`src/rtl/exhaustive_vector_misr.sv`:
```
// Exhaustive-vector sweep harness: drives every input vector of a small cell in
// ascending order, compacts the sampled responses in a MISR and checks a golden value.
module exhaustive_vector_misr #(
  parameter int                   N_WIDTH       = 4,
  parameter int                   SETTLE_CYCLES = 1,
  parameter int                   SIG_WIDTH     = 16,
  parameter logic [SIG_WIDTH-1:0] POLY          = 16'h002D,
  parameter logic [SIG_WIDTH-1:0] GOLDEN        = 16'h0000
) (
  input  logic                 CK,
  input  logic                 reset,
  input  logic                 start,
  input  logic                 dut_out,
  output logic [0:N_WIDTH-1]   vec,
  output logic                 busy,
  output logic                 done,
  output logic                 pass,
  output logic [SIG_WIDTH-1:0] signature,
  output logic                 rec_valid,
  output logic [0:N_WIDTH-1]   rec_vec,
  output logic                 rec_out
);

  localparam int                 CNT_W       = 4;
  localparam logic [CNT_W-1:0]   SETTLE_LAST = CNT_W'(SETTLE_CYCLES - 1);
  localparam logic [CNT_W-1:0]   CNT_ONE     = CNT_W'(1);
  localparam logic [N_WIDTH-1:0] VEC_ONE     = N_WIDTH'(1);
  localparam logic [N_WIDTH-1:0] VEC_LAST    = {N_WIDTH{1'b1}};

  typedef enum logic [1:0] {
    ST_IDLE   = 2'd0,
    ST_DRIVE  = 2'd1,
    ST_SAMPLE = 2'd2,
    ST_DONE   = 2'd3
  } state_t;

  // One MISR step: shift left, fold the outgoing MSB back through POLY, inject the response.
  function automatic logic [SIG_WIDTH-1:0] misr_step(
    input logic [SIG_WIDTH-1:0] sig,
    input logic                 bit_in
  );
    logic [SIG_WIDTH-1:0] fb;
    fb = sig[SIG_WIDTH-1] ? POLY : {SIG_WIDTH{1'b0}};
    return {sig[SIG_WIDTH-2:0], 1'b0} ^ fb ^ {{(SIG_WIDTH-1){1'b0}}, bit_in};
  endfunction

  state_t               state_q, state_d;
  logic [N_WIDTH-1:0]   vec_q, vec_d;
  logic [CNT_W-1:0]     cnt_q, cnt_d;
  logic [SIG_WIDTH-1:0] sig_q, sig_d;
  logic                 busy_q, busy_d;
  logic                 done_q, done_d;
  logic                 rec_valid_q, rec_valid_d;
  logic [N_WIDTH-1:0]   rec_vec_q, rec_vec_d;
  logic                 rec_out_q, rec_out_d;

  // Next-state and datapath update for the sweep sequencer.
  always_comb begin
    state_d     = state_q;
    vec_d       = vec_q;
    cnt_d       = cnt_q;
    sig_d       = sig_q;
    rec_valid_d = 1'b0;
    rec_vec_d   = rec_vec_q;
    rec_out_d   = rec_out_q;

    case (state_q)
      ST_IDLE, ST_DONE: begin
        if (start) begin
          state_d = ST_DRIVE;
          vec_d   = {N_WIDTH{1'b0}};
          cnt_d   = {CNT_W{1'b0}};
          sig_d   = {SIG_WIDTH{1'b0}};
        end else begin
          state_d = state_q;
        end
      end
      ST_DRIVE: begin
        if (cnt_q == SETTLE_LAST) begin
          state_d = ST_SAMPLE;
          cnt_d   = cnt_q + CNT_ONE;
        end else begin
          cnt_d   = cnt_q + CNT_ONE;
        end
      end
      ST_SAMPLE: begin
        sig_d       = misr_step(sig_q, dut_out);
        rec_valid_d = 1'b1;
        rec_vec_d   = vec_q;
        rec_out_d   = dut_out;
        // The sweep stops at all ones; the counter never wraps back to zero.
        if (vec_q == VEC_LAST) begin
          state_d = ST_DONE;
        end else begin
          state_d = ST_DRIVE;
          vec_d   = vec_q + VEC_ONE;
          cnt_d   = {CNT_W{1'b0}};
        end
      end
      default: begin
        state_d = ST_IDLE;
      end
    endcase

    busy_d = (state_d == ST_DRIVE) || (state_d == ST_SAMPLE);
    done_d = (state_d == ST_DONE);
  end

  // State and output registers with synchronous reset.
  always_ff @(posedge CK) begin
    if (reset) begin
      state_q     <= ST_IDLE;
      vec_q       <= {N_WIDTH{1'b0}};
      cnt_q       <= {CNT_W{1'b0}};
      sig_q       <= {SIG_WIDTH{1'b0}};
      busy_q      <= 1'b0;
      done_q      <= 1'b0;
      rec_valid_q <= 1'b0;
      rec_vec_q   <= {N_WIDTH{1'b0}};
      rec_out_q   <= 1'b0;
    end else begin
      state_q     <= state_d;
      vec_q       <= vec_d;
      cnt_q       <= cnt_d;
      sig_q       <= sig_d;
      busy_q      <= busy_d;
      done_q      <= done_d;
      rec_valid_q <= rec_valid_d;
      rec_vec_q   <= rec_vec_d;
      rec_out_q   <= rec_out_d;
    end
  end

  assign vec       = vec_q;
  assign busy      = busy_q;
  assign done      = done_q;
  assign pass      = done_q && (sig_q == GOLDEN);
  assign signature = sig_q;
  assign rec_valid = rec_valid_q;
  assign rec_vec   = rec_vec_q;
  assign rec_out   = rec_out_q;

endmodule

```
`config.mk`:
```
export PLATFORM = sky130hd
export DESIGN_NAME = exhaustive_vector_misr
export DESIGN_NICKNAME = d
export VERILOG_FILES = /design/src/rtl/exhaustive_vector_misr.sv
export SDC_FILE = /design/constraint.sdc
export NUM_CORES = 1
export LEC_CHECK = 0
export ABC_AREA = 1
export CAP_MARGIN = 30
export CORE_UTILIZATION = 40
export DETAILED_ROUTE_END_ITERATION = 8
export PLACE_DENSITY_LB_ADDON = 0.2
export SETUP_SLACK_MARGIN = 0.3
export SLEW_MARGIN = 25
export SYNTH_ARGS = -nofsm -noshare
export SYNTH_HDL_FRONTEND = slang
export SYNTH_SLANG_ARGS = --single-unit
```
`constraint.sdc`:
```
create_clock -name CK -period 2.1 [get_ports CK]
set_input_delay 0.21 -clock CK [delete_from_list [all_inputs] [get_ports CK]]
set_output_delay 0.21 -clock CK [all_outputs]
set_load 0.1 [all_outputs]
```
==> results.txt, run 1 <==
----------------------------------------------------
[Min path]
  Hold crit path type ... register to register

[Clock network]
  H-tree Lvls ... 2
  Skew-Pair Late Insertion Delay ... 0.29 ns
  Clock tree buffer depth ... 2
  Clock Tree Root ... sky130_fd_sc_hd__clkbuf_8
  Clock tree from TritonCTS ... built
  CTS clk-pin slew, worst paths ... 0.07 ns
  Post-cts hold buffer count ... 0
  Sinks on Clock Net ... 34
  Post-CTS setup-driven buffer insertion count ... 0
  CTS Buf Count ... 5
  Post-CTS Resized ... 0

[Timing]
  Maximum frequency from static timing analysis ... 0.596 GHz
  Fin. Hold Viols ... 0
  Total Neg Setup Slack ... 0 ns
  Final clock period utilization by the worst path ... 79.9%
  Clock skew after layout ... 0.00672 ns
  Slew of the pin with the lowest slew margin ... 0.304 ns
  Endpoints failing setup ... 0
  Final count of pins violating max slew ... 0
  Worst path setup slack after routing ... 0.422 ns
  Minimum clock period ... 1.68 ns
  Worst slew margin ... 79.7%
  Unrepaired setup endpoints after global routing ... true

[Finish]
  Number of standard cells in the final layout excluding fillers ... 281
  Antenna cell count ... 0
  Fillers ... 349
  Final layout net count ... 244
  Core occupancy in the finished layout ... 56.0%
  Area growth from synthesis to layout ... 28.8%
  Share of final-layout standard cells stronger than drive strength 1 ... 32.3%

[Setup path]
  Worst Path Class, Setup ... register to register
  CP Max Fanout ... 4
  Endpoint type of the worst setup path ... register
  Arrival @ worst endpoint ... 1.85 ns
  Most prevalent standard cell on the critical path ... sky130_fd_sc_hd__nor2_1
  Required arrival time at the worst endpoint ... 2.27 ns
  Cell chain of the critical path ... inv_1 -> ha_2 -> inv_2 -> nor2_4 -> nor2_2 -> nor2_1 -> nor2_1 -> ha_1 -> inv_1 -> nor2_1
  Standard cell with the maximum stage delay on the critical path ... sky130_fd_sc_hd__dfxtp_1
  Startpoint class of the critical path ... register
  Crit-path max cell delay ... 0.35 ns

[Drt]
  Number of optimization iterations in the first detailed-route pass ... 4
  Routed length per instance ... 11.1 µm
  DRC ... 0
  Drt total wl ... 3.13 mm
  Via/cell ratio ... 4.69
  Total via count in the routed design ... 1317
  ANT nets after route ... 0
  Iteration-0 DRC Markers ... 66

[Run status]
  Result of the run ... finished clean

[Floorplanning]
  Row count ... 21
  Die width ... 63.4 µm
  Vertical die dimension ... 63.4 µm
  Initial Utilization ... 43.4%
  Count of pins on the block boundary ... 33
  Die footprint ... 4020 µm²
  Core Region ... 3470 µm²

[Yosys]
  Cell area after technology mapping ... 1510 µm²
  Multiplexer share of the synthesized area ... 0%
  Post-Synthesis Net Count ... 211
  Synth Area per Inst ... 7.49 µm²
  Post-Synth XOR/XNOR Area ... 2.33%
  Adder-cell share of the synthesized area ... 4.98%
  Yosys Warn Count ... 0
  Fraction of the yosys area taken by sequential cells ... 45.2%
  Number of instances in the synthesized netlist ... 201
  Combinational family with the most area after synthesis ... simple AND/OR/NAND/NOR gates
  Yosys cell types ... 26
  Compound-Gate Fraction of Synth Area ... 12.0%
  Post-synthesis sequential element count ... 34
  Synthesized-area fraction occupied by and/or/nand/nor cells ... 27.5%

[Global routing]
  Number of global-route vias before repair ... 1287
  Largest net degree at the start of global routing ... 19
  Grt total ovfl ... 0
  All-layer global routing usage ... 18.1%
  Number of antenna violations at the first check in global routing ... 0
  Wire length of the first global-routing pass ... 5.62 mm

[Place]
  Setup slack after placement ... 0.399 ns
  Number of buffer cells added on primary ports ... 32
  Sum of net half-perimeters after detailed placement ... 2.26 mm
  Final weighted congestion in routability-driven placement ... 0.809
  Cell count after placement ... 273

[Power and ir drop]
  Cell area power density ... 936 nW/µm²
  Maximum VDD drop ... 0.000586 V
  Cell leakage power ... 0.823 nW

[Run]
  Count of maximum capacitance violations ... 0

----------------------------------------------------
cells in the mapped netlist, drive strengths merged:
library cell | instances | area (µm²)
nor2 | 28 | 128
nand2 | 59 | 226
nor3 | 1 | 5.00
dfxtp | 34 | 681
nand3 | 7 | 35.0
nor3b | 1 | 7.51
ha | 6 | 75.1
clkbuf | 3 | 11.3
xor2 | 4 | 35.0
nor4 | 1 | 6.26
a21oi | 25 | 133
buf | 4 | 38.8
or2 | 1 | 6.26
inv | 18 | 70.1
o21ai | 9 | 48.8
kinds of logic after synthesis:
kind of cell	Yosys count
buf+inv	25
flops	34
simple gates	98
xor+xnor	4
fa+ha+maj	6
compound gates	34
power breakdown:
group / leakage (nW) / internal [mW] / total [mW] / switching [mW]
logic: 0.492 / 0.171 / 0.653 / 0.482
registers: 0.289 / 0.678 / 0.706 / 0.0288
clock network: 0.0426 / 0.227 / 0.456 / 0.229
placed cells by master, fill, tap and decap left out, types with 2 or more instances in the layout:
cell and count:
sky130_fd_sc_hd__buf_4 29, sky130_fd_sc_hd__clkdlybuf4s50_1 3, sky130_fd_sc_hd__o21ai_0 7, sky130_fd_sc_hd__dfxtp_4 12, sky130_fd_sc_hd__dfxtp_1 13, sky130_fd_sc_hd__dfxtp_2 9, sky130_fd_sc_hd__nor2_2 5, sky130_fd_sc_hd__nand2_2 2
sky130_fd_sc_hd__nand2_1 57, sky130_fd_sc_hd__inv_2 3, sky130_fd_sc_hd__inv_1 14, sky130_fd_sc_hd__ha_1 5, sky130_fd_sc_hd__xor2_1 4, sky130_fd_sc_hd__nor2_4 2, sky130_fd_sc_hd__nor2_1 21, sky130_fd_sc_hd__a21oi_1 23
sky130_fd_sc_hd__a21oi_2 2, sky130_fd_sc_hd__nand3_1 7, sky130_fd_sc_hd__clkbuf_8 5
routing by layer:
layer / GRT usage (%) / routed length, µm / up-vias
met5: 0 / 0 / -
met4: 7.67 / 24 / 0
met3: 5.43 / 167 / 3
met2: 26.7 / 1350 / 24
met1: 24.2 / 1590 / 589
li1: - / - / 701
stage by stage:
step | area, µm² | hold slack (ns) | total power, mW
floorplan | 1580 | 0.345 | 1.28
global placement | 1850 | 0.469 | 1.38
detailed placement | 1850 | 0.469 | 1.37
CTS | 1930 | 0.472 | 1.83
global route | 1940 | 0.488 | 1.93
finish | 1940 | 0.470 | 1.82
worst paths after layout:
kind | startpoint | endpoint | slack [ns] | cells after the start
max reg2reg | state_q[0] | busy | 0.42 | 10
max | state_q[0] | busy | 0.42 | 10
min reg2reg | signature[7] | signature[8] | 0.47 | 2
min | signature[7] | signature[8] | 0.47 | 2
sequential cells by signal (all words and copies together) (netlist names):
name       cells
done           1
busy           1
vec            4
cnt_q          4
signature     16
rec_out        1
rec_valid      1
rec_vec        4
state_q        2
worst max-delay path: cells and delay by family, from the launching register on:
kind / cells / cell delay, ns
adders and majority gates: 2 / 0.59
buffers and inverters: 3 / 0.16
DFF: 1 / 0.35
and+or+nand+nor: 5 / 0.46
cell type report:
cell class | count | area [µm²] | share of cell area [%]
Multi-Input combinational cell | 142 | 727 | 37.5
Tap cell | 46 | 57.6 | 2.97
Sequential cell | 34 | 737 | 38.0
Clock buffer | 6 | 72.6 | 3.74
Inverter | 18 | 70.1 | 3.61
Timing Repair Buffer | 33 | 268 | 13.8
Clock inverter | 2 | 8.76 | 0.451
(Power assumes the default switching activity.)
==> inputs of run 2 (changes only) <==
==> constraint.sdc (replaced) <==
create_clock -name CK -period 1.6 [get_ports CK]
set_input_delay 0.16 -clock CK [delete_from_list [all_inputs] [get_ports CK]]
set_output_delay 0.16 -clock CK [all_outputs]
set_load 0.1 [all_outputs]
==> run 2 against run 1 <==
Against the previous run:
- the run now ends with negative setup slack left
- clock power rose by 32%
- non-clock buffer count up 21
- core utilization up 26 points
- combinational power grew to 2.7 times the previous value
- critical path depth is the same
- largest cell class is now multi-input gates
==> results.txt, run 2 (synthesis results as in run 1) <==
----------------------------------------------------
[Finish]
  Final design area excluding fillers ... 2840 µm² (+46%)
  Final layout net count ... 267 (+9.4%)
  Share of final-layout standard cells stronger than drive strength 1 ... 58.1% (+26 points)
  Most used cells in the layout excluding fill and tap cells ... sky130_fd_sc_hd__nand2_1, sky130_fd_sc_hd__buf_12, sky130_fd_sc_hd__nor2_1
  Leading cell type in the layout, fill and taps excluded ... sky130_fd_sc_hd__nand2_1
  Antenna cell count ... 0 (unchanged)
  Number of standard cells in the final layout excluding fillers ... 304 (+8.2%)
  Area growth from synthesis to layout ... 88.6%
  Number of flip-flops under the largest register name ... 16 (unchanged)

[Timing]
  Worst slew margin ... 79.1% (-0.55 points)
  Final worst hold slack ... 0.490 ns (+0.0198 ns)
  Slew of the pin with the lowest slew margin ... 0.313 ns (+0.00890 ns)
  Final clock period utilization by the worst path ... 108% (+28 points)
  Clock skew after layout ... 0.00394 ns (-0.00279 ns)
  Unrepaired setup endpoints after global routing ... true
  Endpoints failing setup ... 11 (+11)
  Maximum frequency from static timing analysis ... 0.580 GHz (-2.6%)
  Minimum clock period ... 1.72 ns (+0.0448 ns)
  Total Neg Setup Slack ... -0.576 ns (-0.576 ns)
  Fin. Hold Viols ... 0 (unchanged)
  Worst path setup slack after routing ... -0.123 ns (-0.545 ns)
  Final count of pins violating max slew ... 0 (unchanged)

[Power and ir drop]
  Maximum VDD drop ... 0.000848 V (+45%)
  Cell leakage power ... 1.17 nW (+41%)
  Cell area power density ... 1160 nW/µm² (+24%)
  Power, Total ... 3.30 mW (+82%)

[Place]
  Cell count after placement ... 274 (+0.37%)
  Placed inst area ... 2270 µm² (+22%)
  Final weighted congestion in routability-driven placement ... 0.803 (-0.68%)
  Sum of net half-perimeters after detailed placement ... 2.48 mm (+9.8%)
  Number of buffer cells added on primary ports ... 32 (unchanged)

[Global routing]
  Largest net degree at the start of global routing ... 21 (+2)
  Number of antenna violations at the first check in global routing ... 0 (unchanged)
  Wire length of the first global-routing pass ... 6.76 mm (+20%)
  Number of global-route vias before repair ... 1418 (+10%)
  Grt total ovfl ... 0 (unchanged)
  All-layer global routing usage ... 22.0% (+4.0 points)

[Clock network]
  Sinks on Clock Net ... 34 (unchanged)
  Clock Tree Root ... sky130_fd_sc_hd__clkbuf_8
  Post-cts hold buffer count ... 0 (unchanged)
  Clock tree buffer depth ... 2 (unchanged)
  H-tree Lvls ... 2 (unchanged)
  Skew-Pair Late Insertion Delay ... 0.29 ns (about the same)
  CTS clk-pin slew, worst paths ... 0.06 ns (about the same)
  CTS Buf Count ... 5 (unchanged)
  Clock tree from TritonCTS ... built

[Run status]
  Failing checks ... negative setup slack
  Result of the run ... finished with violations

[Setup path]
  Required arrival time at the worst endpoint ... 1.82 ns (-0.45 ns)
  Critical R2R Launch ... state_q[0]
  Startpoint class of the critical path ... register
  Arrival @ worst endpoint ... 1.94 ns (+0.09 ns)
  Worst Path Class, Setup ... register to register
  Endpoint type of the worst setup path ... register
  CP Max Fanout ... 2 (-2)
  Setup crit start ... state_q[0]

[Drt]
  Highest metal used ... met4
  Number of optimization iterations in the first detailed-route pass ... 5 (+1)
  Detailed route wirelength on metal3 ... 200 µm (+20%)
  Via/cell ratio ... 5.12 (+9.3%)
  DRC ... 0 (unchanged)
  Iteration-0 DRC Markers ... 114 (+73%)
  Drt total wl ... 4.84 mm (+55%)
  Routed length per instance ... 15.9 µm (+43%)
  Routed length on met1 ... 1.90 mm (+20%)
  ANT nets after route ... 0 (unchanged)
  Total via count in the routed design ... 1557 (+18%)
  Sum of met2 wire segment lengths after detailed routing ... 2.54 mm (+89%)

[Floorplanning]
  Count of pins on the block boundary ... 33 (unchanged)
  Initial Utilization ... 43.4% (unchanged)
  Vertical die dimension ... 63.4 µm (unchanged)
  Die width ... 63.4 µm (unchanged)
  Row count ... 21 (unchanged)
  Core Region ... 3470 µm² (unchanged)
  Die footprint ... 4020 µm² (unchanged)

[Min path]
  Hold crit path type ... register to register
  Startpoint of the most critical hold path ... signature[9]

[Run]
  Count of maximum capacitance violations ... 0 (unchanged)

----------------------------------------------------
==> run 2: changes by cell type in the layout (fill, tap and decap cells not counted), moves of 8 or more <==
| cell | previous run | this run |
|---|---|---|
| sky130_fd_sc_hd__buf_6 | 0 | 9 |
| sky130_fd_sc_hd__a21oi_1 | 23 | 10 |
| sky130_fd_sc_hd__buf_12 | 1 | 30 |
| sky130_fd_sc_hd__nand2_2 | 2 | 11 |
| sky130_fd_sc_hd__nand2_4 | 0 | 8 |
| sky130_fd_sc_hd__buf_4 | 29 | 12 |
| sky130_fd_sc_hd__nand2_1 | 57 | 38 |
| sky130_fd_sc_hd__a21oi_2 | 2 | 15 |
==> run 2: worst paths after layout <==
kind | endpoint | slack [ns] | depth (start not counted)
hold reg to reg | signature[10] | 0.49 | 2
hold / removal | signature[10] | 0.49 | 2
setup / recovery | busy | -0.12 | 10
setup reg to reg | busy | -0.12 | 10
==> run 2: cell type report <==
type / instances / area (µm²)
fillers: 191 / 627
repair buffers: 54 / 822
multi-input cells: 142 / 1020
repair inverters: 2 / 18.8
inverters: 18 / 98.8
clock inverters: 2 / 8.76
flip-flops and latches: 34 / 746
well taps: 46 / 57.6
clock buffers: 6 / 72.6
==> run 2: metrics by stage <==
| stage | setup slack (ns) | util (%) |
|---|---|---|
| floorplan | -0.249 | - |
| global placement | 0.0227 | 65.3 |
| detailed placement | 0.0240 | 65.3 |
| CTS | 0.000397 | 75.1 |
| global route | -0.166 | 81.9 |
| finish | -0.123 | 81.9 |
==> run 2: repair_timing <==
item                                   CTS  global route
gates cloned                             2             0
setup buffers                           14             6
endpoints found under the hold margin    0             0
resized for setup                       38            51
pin swaps                               25            20
setup endpoints to repair               27            28
==> run 2: power by group <==
group          switching, mW  internal, mW
sequential            0.0582         0.892
clock                  0.305         0.298
combinational           1.04         0.710
==> run 2: layer usage <==
layer | track usage, % | vias to the layer above
met3 | 5.98 | 20
li1 | - | 745
met5 | 0 | -
met1 | 24.8 | 748
met2 | 39.0 | 44
met4 | 8.52 | 0
==> run 2: worst max-delay path, cell delays in order, from the launching register on <==
cell                      delay, ns
sky130_fd_sc_hd__dfxtp_2       0.34
sky130_fd_sc_hd__inv_2         0.05
sky130_fd_sc_hd__ha_4          0.25
sky130_fd_sc_hd__buf_6         0.12
sky130_fd_sc_hd__nor2_4        0.15
sky130_fd_sc_hd__inv_2         0.08
sky130_fd_sc_hd__a21oi_2       0.17
sky130_fd_sc_hd__nor2_2        0.08
sky130_fd_sc_hd__ha_4          0.26
sky130_fd_sc_hd__inv_2         0.02
sky130_fd_sc_hd__nor2_1        0.12
